<file path="config.mk">
export PLATFORM = sky130hd
export DESIGN_NAME = integrator_dump_sv_flat
export DESIGN_NICKNAME = d
export VERILOG_FILES = /design/src/rtl/integrator_dump_sv_if.sv /design/src/rtl/integrator_dump_sv.sv /design/src/flat_wrapper.sv
export SDC_FILE = /design/constraint.sdc
export NUM_CORES = 1
export LEC_CHECK = 0
export CELL_PAD_IN_SITES_DETAIL_PLACEMENT = 0
export CELL_PAD_IN_SITES_GLOBAL_PLACEMENT = 2
export CORE_ASPECT_RATIO = 0.8
export CORE_MARGIN = 8
export CORE_UTILIZATION = 34
export CTS_BUF_LIST = sky130_fd_sc_hd__clkbuf_4 sky130_fd_sc_hd__clkbuf_8 sky130_fd_sc_hd__clkbuf_16
export CTS_CLUSTER_SIZE = 14
export DETAILED_ROUTE_END_ITERATION = 16
export PLACE_DENSITY_LB_ADDON = 0.1
export SYNTH_ARGS = -nofsm -noshare
export SYNTH_HDL_FRONTEND = slang
export SYNTH_SLANG_ARGS = --single-unit
</file>
<file path="constraint.sdc">
create_clock -name i_sysclk_40 -period 5.4 [get_ports i_sysclk_40]
set_input_delay 1.08 -clock i_sysclk_40 [delete_from_list [all_inputs] [get_ports i_sysclk_40]]
set_output_delay 1.08 -clock i_sysclk_40 [all_outputs]
set_load 0.01 [all_outputs]
</file>
<file path="src/rtl/integrator_dump_sv_if.sv">
// rtl/integrator_dump_sv_if.sv - sample and result signal bundle for the integrate-and-dump block
interface integrator_dump_sv_if #(
  parameter int DATA_WIDTH = 16
);
  logic [DATA_WIDTH-1:0] i_data;
  logic                  i_valid;
  logic [7:0]            i_decim;
  logic [3:0]            i_shift;
  logic                  i_clear;
  logic [DATA_WIDTH-1:0] o_data;
  logic                  o_valid;
  logic                  o_sat;

  modport master (
    output i_data, i_valid, i_decim, i_shift, i_clear,
    input  o_data, o_valid, o_sat
  );

  modport slave (
    input  i_data, i_valid, i_decim, i_shift, i_clear,
    output o_data, o_valid, o_sat
  );
endinterface

</file>
<file path="src/rtl/integrator_dump_sv.sv">
// rtl/integrator_dump_sv.sv - block integrator with arithmetic shift and saturating dump
module integrator_dump_sv #(
  parameter int DATA_WIDTH = 16,
  parameter int ACC_WIDTH  = DATA_WIDTH + 8
) (
  input  logic                 i_sysclk_40,
  input  logic                 i_rst,
  integrator_dump_sv_if.slave  bus
);

  localparam logic signed [ACC_WIDTH-1:0] SAT_MAX =
    {{(ACC_WIDTH-DATA_WIDTH+1){1'b0}}, {(DATA_WIDTH-1){1'b1}}};
  localparam logic signed [ACC_WIDTH-1:0] SAT_MIN =
    {{(ACC_WIDTH-DATA_WIDTH+1){1'b1}}, {(DATA_WIDTH-1){1'b0}}};

  logic signed [ACC_WIDTH-1:0] acc;
  logic [7:0]                  cnt;
  logic [7:0]                  decim_q;
  logic [3:0]                  shift_q;

  logic [7:0]                  decim_in;
  logic [7:0]                  decim_eff;
  logic [3:0]                  shift_eff;
  logic signed [ACC_WIDTH-1:0] sample_ext;
  logic signed [ACC_WIDTH-1:0] sum;
  logic signed [ACC_WIDTH-1:0] shifted;
  logic                        last;
  logic                        clip_hi;
  logic                        clip_lo;

  // The first sample of a block uses the live decim/shift so a new setting applies immediately.
  always_comb begin
    decim_in   = (bus.i_decim == 8'd0) ? 8'd1 : bus.i_decim;
    decim_eff  = (cnt == 8'd0) ? decim_in : decim_q;
    shift_eff  = (cnt == 8'd0) ? bus.i_shift : shift_q;
    sample_ext = {{(ACC_WIDTH-DATA_WIDTH){bus.i_data[DATA_WIDTH-1]}}, bus.i_data};
    sum        = acc + sample_ext;
    shifted    = sum >>> shift_eff;
    last       = (cnt == (decim_eff - 8'd1));
    clip_hi    = (shifted > SAT_MAX);
    clip_lo    = (shifted < SAT_MIN);
  end

  always_ff @(posedge i_sysclk_40) begin
    if (i_rst) begin
      acc         <= '0;
      cnt         <= 8'd0;
      decim_q     <= 8'd1;
      shift_q     <= 4'd0;
      bus.o_data  <= '0;
      bus.o_valid <= 1'b0;
      bus.o_sat   <= 1'b0;
    end else begin
      bus.o_valid <= 1'b0;
      bus.o_sat   <= 1'b0;
      if (bus.i_clear) begin
        acc     <= '0;
        cnt     <= 8'd0;
        decim_q <= decim_in;
        shift_q <= bus.i_shift;
      end else if (bus.i_valid) begin
        if (cnt == 8'd0) begin
          decim_q <= decim_in;
          shift_q <= bus.i_shift;
        end
        if (last) begin
          acc         <= '0;
          cnt         <= 8'd0;
          bus.o_valid <= 1'b1;
          bus.o_sat   <= clip_hi | clip_lo;
          if (clip_hi)
            bus.o_data <= SAT_MAX[DATA_WIDTH-1:0];
          else if (clip_lo)
            bus.o_data <= SAT_MIN[DATA_WIDTH-1:0];
          else
            bus.o_data <= shifted[DATA_WIDTH-1:0];
        end else begin
          acc <= sum;
          cnt <= cnt + 8'd1;
        end
      end
    end
  end

endmodule

</file>
<file path="src/flat_wrapper.sv">
// flat-port wrapper written by rule: the top's interface ports become plain ports
module integrator_dump_sv_flat 
#(
  parameter int DATA_WIDTH = 16,
  parameter int ACC_WIDTH  = DATA_WIDTH + 8
)
  (i_sysclk_40, i_rst, bus_i_data, bus_i_valid, bus_i_decim, bus_i_shift, bus_i_clear, bus_o_data, bus_o_valid, bus_o_sat);
  integrator_dump_sv_if #(.DATA_WIDTH(DATA_WIDTH)) bus_i ();
  input  logic i_sysclk_40;
  input  logic i_rst;
  input wire logic [$bits(bus_i.i_data)-1:0] bus_i_data;
  input wire logic [$bits(bus_i.i_valid)-1:0] bus_i_valid;
  input wire logic [$bits(bus_i.i_decim)-1:0] bus_i_decim;
  input wire logic [$bits(bus_i.i_shift)-1:0] bus_i_shift;
  input wire logic [$bits(bus_i.i_clear)-1:0] bus_i_clear;
  output wire logic [$bits(bus_i.o_data)-1:0] bus_o_data;
  output wire logic [$bits(bus_i.o_valid)-1:0] bus_o_valid;
  output wire logic [$bits(bus_i.o_sat)-1:0] bus_o_sat;
  assign bus_i.i_data = bus_i_data;
  assign bus_i.i_valid = bus_i_valid;
  assign bus_i.i_decim = bus_i_decim;
  assign bus_i.i_shift = bus_i_shift;
  assign bus_i.i_clear = bus_i_clear;
  assign bus_o_data = bus_i.o_data;
  assign bus_o_valid = bus_i.o_valid;
  assign bus_o_sat = bus_i.o_sat;
  integrator_dump_sv #(.DATA_WIDTH(DATA_WIDTH), .ACC_WIDTH(ACC_WIDTH)) u_core (.i_sysclk_40(i_sysclk_40), .i_rst(i_rst), .bus(bus_i));
endmodule
</file>
* Yosys cells after proc, flatten, opt, wreduce, memory -nomap -nowiden *
Index checks and enable logic that the tools add are counted.

word-level totals
  output and inout port bits = 18
  register bits after elaboration = 62
  input port bits = 32

cells by class
  bitwise gates (word level) = 4
  muxes and demuxes = 12
  $lt $le $gt $ge = 2
  $add $sub $neg = 3
  equal/unequal tests = 1
  reduce and logical (&&, ||, !) cells = 7
  shift operators = 1

operators with widths
  operator                count
  $mux W8                 5
  $mux W16                2
  $add A24 B16 Y24        1
  $gt A24 B16 Y1 const B  1
  $lt A24 B16 Y1 const B  1
  $mux W24                1
  $sshr A24 B4 Y24        1
  $logic_not A8 Y1        2
  $mux W4                 3
  $add A8 B1 Y8 const B   1
  $eq A8 B8 Y1            1
  $sub A8 B1 Y8 const B   1
  $reduce_or A4 Y1        1
  $not A1 Y1              3
  $reduce_and A3 Y1       1
  $reduce_or A3 Y1        1
  $reduce_bool A2 Y1      1
  $reduce_or A2 Y1        1
  $mux W1                 1
  $or A1 B1 Y1            1

* Longest topological paths before layout *
  depth after elaboration = 7
  mapped depth = 19

* Least setup slack after synthesis *
No wires, ideal clock.

  path kind = input to register
  from = input bus_i_data[0]
  to = register u_core.bus.o_sat
  library setup time = 0.115 ns
  slack = 1.146 ns
  stages on the path = 13
  arrival = 4.139 ns
  data required time = 5.285 ns
  path through = ha_1 > fa_1 > a21o_1 > a221o_2 > a21oi_4 > o41ai_2 > xor2_1 > nor2_1 > or3_1 > a221oi_2 > a41oi_2 > buf_4 > o21a_1

between the ends
  cells in the longest elaborated chain, start to end = 4
  elaborated cells on any way between the ends = 5
  those cells by class = 1 x add/sub; 2 x order compare; 1 x shift; 1 x bitwise

RTL lines
  what                                              line                                                source
  from (decl)                                       flat_wrapper.sv:11                                  input wire logic [$bits(bus_i.i_data)-1:0] bus_i_data;
  $add A24 B16 Y24 (*)                              integrator_dump_sv.sv:37                            sum = acc + sample_ext;
  $sshr A24 B4 Y24 (*)                              integrator_dump_sv.sv:38                            shifted = sum >>> shift_eff;
  $gt A24 B16 Y1 or $lt A24 B16 Y1 (tied branches)  integrator_dump_sv.sv:40, integrator_dump_sv.sv:41
  $or A1 B1 Y1 (*)                                  integrator_dump_sv.sv:70                            bus.o_sat <= clip_hi | clip_lo;
  to (signal assigned)                              integrator_dump_sv.sv:70
  to (decl)                                         integrator_dump_sv_if.sv:21                         output o_data, o_valid, o_sat

Every way passes the cells marked *; elsewhere a longest branch is shown, timed or not.
A chain may end at the register's enable or synchronous reset.

* Final worst setup path *
Ends and elaborated chain as after synthesis.

==> impl_metrics.tcl <==
set metrics [dict create \
    status "complete, no violations" \
    ys_warn_count 0 \
    yosys_register_bits 62 \
    swShare_pct 32.57 \
    cts_setup_buffers 0 \
    yosys.area.top_type "dfxtp_1" \
    first_iter_violations 317 \
    coreArea_sq_um 15650 \
    yosysTopAreaCellShare_pct 23.04 \
    gp_congestion 0.9054 \
    cts_sinks 62 \
    fillers 1648 \
    nNetsFinal 807 \
    antenna_found_initial 0 \
    timing.fmax_mhz 199.1 \
    fin_crit_ns 5.022 \
    cts_made_buffers 9 \
    async_reset_ff_share_pct 0 \
    initial_core_util_pct 34.43 \
    cts_tree "built" \
    ir_drop_mv 0.1399 \
    dpl.hpwl_mm 12.73 \
    routed_wirelength_mm 17.21 \
    portBuffers 49 \
    synth_flop_cell "dfxtp_1" \
    relSlewSlack_pct 31.30 \
    fp.dieH_um 128.6 \
    routed_via_density 5.613 \
    fin_crit_sh_pct 93.00 \
    crit_type "primary input to flip-flop" \
    synthCells 720 \
    finalSetupTns_ns 0 \
    avgRoutedWirePerCell_um 17.78 \
    final_common_cell "nand2_1" \
    p_int_mw 1.120 \
    tightest_slew_ns 1.029 \
    io_pins 50 \
    antenna_cells 0 \
    grt_pass1_vias 5178 \
    finalMaxSlewViolations 0 \
    clk_pin_slew_ns 0.06 \
    setup.worst_path.end_class "flip-flop" \
    fp.dieArea_sq_um 20160 \
    start_kind "primary input" \
    hold_violations 0 \
    drc 0 \
    critPathArrivalTime_ns 5.25 \
    final_util_pct 40.80 \
    p_clk_share_pct 40.8 \
    antenna_left 0 \
    dr.pass1.iters 5 \
    p_switching_mw 0.5412 \
    required_ns 5.63 \
    grt_first_pass_wirelength_mm 28.03 \
    drv_cap 0 \
    setup_viol 0 \
    p_per_area_nw_per_um2 260.3 \
    rows 41 \
    synth_nets 779 \
    hold_class "flip-flop to flip-flop" \
    pwr-share-seq_pct 29.3 \
    h-tree-depth 3 \
    synth_edf_count 0 \
    grt_max_degree 33 \
    cts_root_buffer "clkbuf_16" \
    drive_above_1_share_pct 8.367 \
    combPwrFrac_pct 30.0 \
    finClkSkew_ns 0.007686 \
    cts_buffer_depth 2 \
    final_cell_mix "nand2_1, nor2_1, a21oi_1" \
    p_leak_nw 2.504 \
    avgSynthCellArea_sq_um 7.483 \
    clock_latency_ns 0.34 \
    ys_types 71 \
    grt_usage_pct 17.31 \
    syn2layout_area_growth_pct 18.49 \
    worst-path-max-fanout 16 \
    syn-cell-area_sq_um 5388 \
    dieWidth_um 156.7 \
    grt_overflow 0 \
    vias 5433 \
    seq_area_frac_synth_pct 23.04 \
    synth.area.top_cells "dfxtp_1, mux2i_1, nand2_1, a21oi_1, ha_1" \
]
==> flip-flops by register name, indices dropped and copies added (netlist names) <==
| name | count |
|---|---|
| u_core.acc | 24 |
| u_core.bus.o_sat | 1 |
| u_core.cnt | 8 |
| u_core.decim_q | 8 |
| u_core.bus.o_data | 16 |
| u_core.bus.o_valid | 1 |
| u_core.shift_q | 4 |
==> layer usage <==
metal | GRT usage, % | share of wire (%)
met1 | 25.18 | 51
met3 | 3.418 | 4.5
met2 | 25.48 | 43
met4 | 4.230 | 1.1
met5 | 0 | 0
==> cell usage after synthesis (all sizes together), types with 7 or more instances <==
cell and count:
nand2 95, nor2 72, a21oi 67, dfxtp 62
o21ai 52, mux2i 43, nand3 33, buf 28
ha 26, o22ai 25, nor3 20, xor2 20
clkbuf 18, nor2b 15, xnor2 15, a211oi 14
nand4 8, a21o 7, and3 7, inv 7
mux2 7, o211ai 7
==> worst paths after layout <==
path                                    start              endpoint  slack (ns)  cells after the start
worst max-delay path            bus_i_data[0]      u_core.bus.o_sat        0.38                     14
worst min-delay path            u_core.acc[6]         u_core.acc[6]        0.46                      2
worst max register to register  u_core.cnt[0]  u_core.bus.o_data[1]        1.10                     12
worst min register to register  u_core.acc[6]         u_core.acc[6]        0.46                      2
==> metrics by stage <==
step | power (mW) | area (sq um) | hold WS, ns | cells | setup slack [ns]
after floorplan | 0.8426 | 5388 | 0.4448 | 720 | 1.146
after detailed placement | 0.9865 | 6022 | 0.4587 | 952 | -0.001374
after CTS | 1.681 | 6365 | 0.4678 | 968 | 0.3287
final | 1.662 | 6384 | 0.4640 | 968 | 0.3778
after global placement | 0.9897 | 6022 | 0.4536 | 952 | 0.05128
after global routing | 1.762 | 6384 | 0.4822 | 968 | -0.09700
==> repair_timing <==
item                                    CTS  global route
endpoints found under the setup margin    0            16
gates resized for setup                   0             3
hold buffers                              0             0
==> final cells by class <==
type,count,area (sq um),area share [%]
Sequential cell,62,1241,19.44
Clock inverter,6,110.1,1.725
Inverter,7,26.28,0.4116
Timing Repair Buffer,63,595.6,9.330
Clock buffer,10,232.7,3.646
Tap cell,215,269.0,4.214
Multi-Input combinational cell,605,3909,61.23
==> worst max-delay path, stage by stage <==
cell and delay (ns):
clkdlybuf4s50_1 0.40, ha_1 0.23, fa_1 0.41, a21o_1 0.20, a221o_2 0.45, a21oi_4 0.25, o41ai_2 0.10, xor2_1 0.41
o22ai_1 0.23, a211oi_1 0.34, nor2_1 0.08, o31ai_1 0.42, a41oi_4 0.36, o21a_1 0.27
==> cells by family (layout without fill, tap and decap cells) <==
| family | count (synthesis) | after routing | share of synthesized area, % |
|---|---|---|---|
| flip-flops | 62 | 62 | 23.04 |
| XOR/XNOR | 35 | 35 | 5.829 |
| multiplexers | 51 | 51 | 10.10 |
| buffers and inverters | 53 | 86 | 4.900 |
| AND/OR/NAND/NOR | 273 | 273 | 23.39 |
| adder cells (fa/ha/maj) | 27 | 27 | 6.410 |
| AO/OA/AOI/OAI | 219 | 219 | 26.34 |
==> power by group through the flow <==
stage	logic (mW)	clock network, mW	registers [mW]
after floorplan	0.349	0	0.493
after detailed placement	0.490	0	0.496
after CTS	0.494	0.701	0.486
after global routing	0.553	0.721	0.488
after global placement	0.494	0	0.496
final	0.498	0.677	0.486
Note: power is estimated with default switching activity, not from simulation.
